## config.mk

```make
export PLATFORM = sky130hd
export DESIGN_NAME = spi_ram_ctrl
export DESIGN_NICKNAME = d
export VERILOG_FILES = /design/src/rtl/spi_ram_ctrl.sv
export SDC_FILE = /design/constraint.sdc
export NUM_CORES = 2
export LEC_CHECK = 0
export ABC_CLOCK_PERIOD_IN_PS = 2400
export CAP_MARGIN = 30
export CORE_ASPECT_RATIO = 0.9
export CORE_MARGIN = 10
export CORE_UTILIZATION = 52
export DETAILED_ROUTE_END_ITERATION = 12
export PLACE_DENSITY = 0.81
export SLEW_MARGIN = 15
export SYNTH_ARGS = -nofsm -noshare
export SYNTH_HDL_FRONTEND = slang
export SYNTH_SLANG_ARGS = --single-unit
```

## constraint.sdc

```tcl
create_clock -name clk -period 2.4 [get_ports clk]
set_input_delay 0.48 -clock clk [delete_from_list [all_inputs] [get_ports clk]]
set_output_delay 0.48 -clock clk [all_outputs]
set_load 0.1 [all_outputs]
```

## src/rtl/spi_ram_ctrl.sv

```systemverilog
// Command-decoding single-port RAM behind an SPI slave: decodes 10-bit words into
// write-address / write-data / read-address / read-data operations.
`timescale 1ns/1ps

module spi_ram_ctrl #(
    parameter int ADDR_SIZE = 8,
    parameter int MEM_DEPTH = 256
) (
    input  logic       clk,
    input  logic       rst,
    input  logic [9:0] din,
    input  logic       rx_valid,
    output logic [7:0] dout,
    output logic       tx_valid,
    output logic       rd_err
);

    typedef enum logic [1:0] {
        OP_WR_ADDR = 2'b00,
        OP_WR_DATA = 2'b01,
        OP_RD_ADDR = 2'b10,
        OP_RD_DATA = 2'b11
    } opcode_t;

    if (ADDR_SIZE < 1 || ADDR_SIZE > 8 || MEM_DEPTH != (1 << ADDR_SIZE)) begin : g_param_check
        $error("spi_ram_ctrl: ADDR_SIZE must be 1..8 and MEM_DEPTH must equal 2**ADDR_SIZE");
    end

    logic [7:0]           mem [0:MEM_DEPTH-1];
    logic [ADDR_SIZE-1:0] wr_addr;
    logic [ADDR_SIZE-1:0] rd_addr;
    logic                 rd_armed;
    logic                 rx_valid_d;

    opcode_t op;
    logic    accept;
    logic    wr_addr_en;
    logic    wr_data_en;
    logic    rd_addr_en;
    logic    rd_data_en;
    logic    rd_err_set;

    assign op = opcode_t'(din[9:8]);

    // One command per rx_valid rising edge; a word seen while rst is high is dropped.
    always_comb begin
        // NOTE: every signal written here gets a default first, so no latch is inferred.
        accept     = rx_valid && !rx_valid_d && !rst;
        wr_addr_en = 1'b0;
        wr_data_en = 1'b0;
        rd_addr_en = 1'b0;
        rd_data_en = 1'b0;
        rd_err_set = 1'b0;
        if (accept) begin
            unique case (op)
                OP_WR_ADDR: wr_addr_en = 1'b1;
                OP_WR_DATA: wr_data_en = 1'b1;
                OP_RD_ADDR: rd_addr_en = 1'b1;
                OP_RD_DATA: begin
                    rd_data_en = rd_armed;
                    rd_err_set = !rd_armed;
                end
            endcase
        end
    end

    always_ff @(posedge clk or posedge rst) begin
        if (rst) begin
            rx_valid_d <= 1'b0;
            wr_addr    <= '0;
            rd_addr    <= '0;
            rd_armed   <= 1'b0;
            dout       <= 8'h00;
            tx_valid   <= 1'b0;
            rd_err     <= 1'b0;
        end else begin
            // NOTE: non-blocking assignments so every register samples pre-edge values.
            rx_valid_d <= rx_valid;
            tx_valid   <= rd_data_en;
            rd_err     <= rd_err_set;

            if (wr_addr_en)
                wr_addr <= din[ADDR_SIZE-1:0];
            else if (wr_data_en)
                wr_addr <= wr_addr + ADDR_SIZE'(1);

            if (rd_addr_en) begin
                rd_addr  <= din[ADDR_SIZE-1:0];
                rd_armed <= 1'b1;
            end else if (rd_data_en) begin
                rd_addr <= rd_addr + ADDR_SIZE'(1);
                dout    <= mem[rd_addr];
            end
        end
    end

    // NOTE: the memory array is deliberately not reset; contents survive rst.
    always_ff @(posedge clk) begin
        if (wr_data_en)
            mem[wr_addr] <= din[7:0];
    end

endmodule

```

==> out/results.ini <==
[outcome]
outcome = finished, violations left
failed_checks = setup timing

[timing]
slew_headroom_pct = 35.7
finClkSkew_ns = 0.0498
maxSlewViolCount = 0
holdWs_ns = 0.183
max_freq_ghz = 0.315
tightest_slew_ns = 0.965
fin_tns_setup_ns = -9.26
worst_slack_ns = -0.777
hold_viol = 0
post-route-period-util_pct = 132
finalSetupViolCount = 180
rsz0062_at_grt = yes
min_period_ns = 3.18

[cts]
clk_path_buf_depth = 3
h-tree-depth = 4
numCtsBuffers = 189
clock_sinks = 2076
insertion_delay_ns = 0.86
clk_pin_slew_ns = 0.08
cts_tree = done
cts_root_buf = clkbuf_16

[synth]
ys_top_cells_by_area = edfxtp_1 76%, mux4_2 14%, mux2i_1 1.6%
synth_top_flop_cell = edfxtp_1
synth_top_area_share_pct = 75.9
ys_async_sr_fraction_pct = 1.35
ys_seq_area_share_pct = 76.7
synth.avg_cell_area_um2 = 21.3
ys_ff_latch = 2076
synth_edf_count = 2048
syn-num-nets = 3823
synth_area_leader_cell = edfxtp_1
ys_types = 66
synth.yosys.warnings = 0
synthCells = 3805
syn_area_um2 = 81100

[route]
drt_pass1_iterations = 6
viasPerCell = 6.67
drt_wl_total_um = 239000
num_vias = 45900
drc = 0
post_drt_wl_per_cell_um = 34.7
first_iter_violations = 8040
ant_nets = 0

[global_route]
grt_max_degree = 95
antenna_found_initial = 7
grt_first_pass_wirelength_um = 332000
gr-usage-met1_pct = 34.2
top_usage_layer = met2
grt.met2_usage_pct = 41.1
grt-ovfl-total = 0
grt_use_met3_pct = 7.65
grt_pass1_vias = 46100
track_usage_pct = 26.6

[critical_path]
path_class = reg2reg
crit_chain = buf_8, buf_16, buf_16, buf_4, mux4_2, mux2i_2, o21ai_2, nor4_4, buf_4, o31a_1, nor3_2, a211o_1
cp_slowest_stage_delay_ns = 0.53
worstPathMaxFanout = 10
critPathLaunchType = flop
critPathRequiredTime_ns = 3.15
reg2reg_slack_ns = -0.78
reg2reg_from = rd_addr[0]
cp.arrival_ns = 3.92
rr_worst_depth = 12
cp_slowest_cell = mux4_2
reg2reg_to = dout[3]
cp-end-kind = flop

[floorplan]
dieWidth_um = 436
die_h_um = 395
coreArea_um2 = 155000
initial_core_util_pct = 52.3
boundaryPins = 23
num_rows = 137
die_area_um2 = 172000

[worst_hold_path]
holdPathStages = 1
hold_end = mem[69][7]
hold_path_class = in2reg
hp-start = din[7]

[placement]
place_congestion = 0.969
dp_slack_ns = -1.13
dpl.cell_count = 6426
portBuffers = 22
dpl_cell_area_um2 = 90400
hpwl_um = 139000

[layout]
nNetsFinal = 4646
layout.cells.non_filler = 6874
syn2layout_area_growth_pct = 22.1
utilization_pct = 63.9
nFillCells = 9353
layout-drive-gt1-share_pct = 40.0
stdcell_area_um2 = 99000

[power_and_ir_drop]
powerDensity_nw_per_um2 = 957
finalPower_mw = 94.7
vdd_drop_max_mv = 0.858
leakage_nw = 32.2

[run]
drv_cap = 0

[routing by layer]
layer	share of wire [%]	wire, µm
met1	32	76800
met2	47	112000
met3	15	34600
met4	6.3	15200
met5	0.017	41
[logic make-up (layout without fill, tap and decap cells)]
logic type / Yosys count / in the layout / share of synthesized area, %
fa+ha+maj: 5 / 5 / 0.0772
buf+inv: 240 / 1220 / 1.73
simple gates: 549 / 549 / 2.82
other cells: 0 / 4 / 0
compound gates: 265 / 265 / 2.17
flops: 2076 / 2076 / 76.7
mux: 670 / 670 / 16.5
[cell usage after synthesis (11+ instances only)]
cell         n
edfxtp_1  2048
mux4_2     515
nor2_1     295
nand2_1    140
mux2i_1    131
clkbuf_1    87
a21oi_1     65
buf_2       58
o21ai_0     44
nand3_1     39
buf_6       30
buf_4       29
dfrtp_1     28
a22oi_1     25
o22ai_1     24
nor3_1      19
buf_1       18
a211oi_1    15
nor2b_1     14
a221oi_1    13
nor4_1      13
mux2_2      12
mux4_1      12
o221ai_1    11
[area by class of cell]
type	instances	area (µm²)	share of cell area, %
sequential	2076	62200	62.9
multi-input combinational	1489	19000	19.2
timing repair buffer	861	8990	9.08
clock buffer	220	4930	4.98
tap	2085	2610	2.64
clock inverter	128	1150	1.16
inverter	11	50.0	0.0506
antenna	4	10.0	0.0101
[worst max-delay path by stage]
| stage | from | end | slack [ns] | depth (start not counted) |
|---|---|---|---|---|
| after floorplan | rst | mem[208][0] | -0.14 | 6 |
| after global placement | rd_addr[0] | dout[3] | -1.18 | 9 |
| after detailed placement | rd_addr[0] | dout[3] | -1.13 | 9 |
| after CTS | rd_addr[0] | dout[3] | -0.62 | 10 |
| after global routing | rd_addr[0] | dout[3] | -0.76 | 12 |
| final | rd_addr[0] | dout[3] | -0.78 | 12 |
[critical path, delay by kind of cell, from the launching register on]
kind	cells	cell delay [ns]
simple gates	2	0.34
flops	1	0.45
buf+inv	5	0.83
mux	2	0.77
compound gates	3	0.69
[placed cells by master (no fill, tap or decap), types with 15 or more instances in the layout]
cell type and n:
buf_16 21, edfxtp_1 2048, a22oi_1 18, buf_6 59, clkinv_2 43, o22ai_1 17
nand3_1 21, buf_4 622, dfrtp_1 21, nor2_4 95, nor2_1 167, mux4_2 524
o21ai_0 35, nor2_2 33, clkbuf_1 27, a21oi_1 58, nand2_1 136, clkbuf_16 196
mux2i_1 118, buf_12 132, clkinv_1 46, bufinv_16 16, nor3_1 15
[registers in the layout, indices dropped and copies added (netlist names)]
name        cells
rx_valid_d      1
rd_armed        1
mem          2048
rd_addr         8
wr_addr         8
dout            8
rd_err          1
tx_valid        1
[timing repair]
action | 4_1_cts | 5_1_grt
pin swaps | 46 | 30
resized for setup | 175 | 141
hold buffers | 1 | 0
gates cloned | 11 | 3
endpoints found under the setup margin | 1284 | 1202
setup buffers | 49 | 35
endpoints found under the hold margin | 1 | 0
[power breakdown]
group	total [mW]	switching, mW	internal (mW)	leakage, nW
registers	40.2	0.290	39.9	18.7
clock network	30.3	13.8	16.5	2.98
logic	24.3	13.0	11.3	10.5
Note: power is estimated with default switching activity, not from simulation.
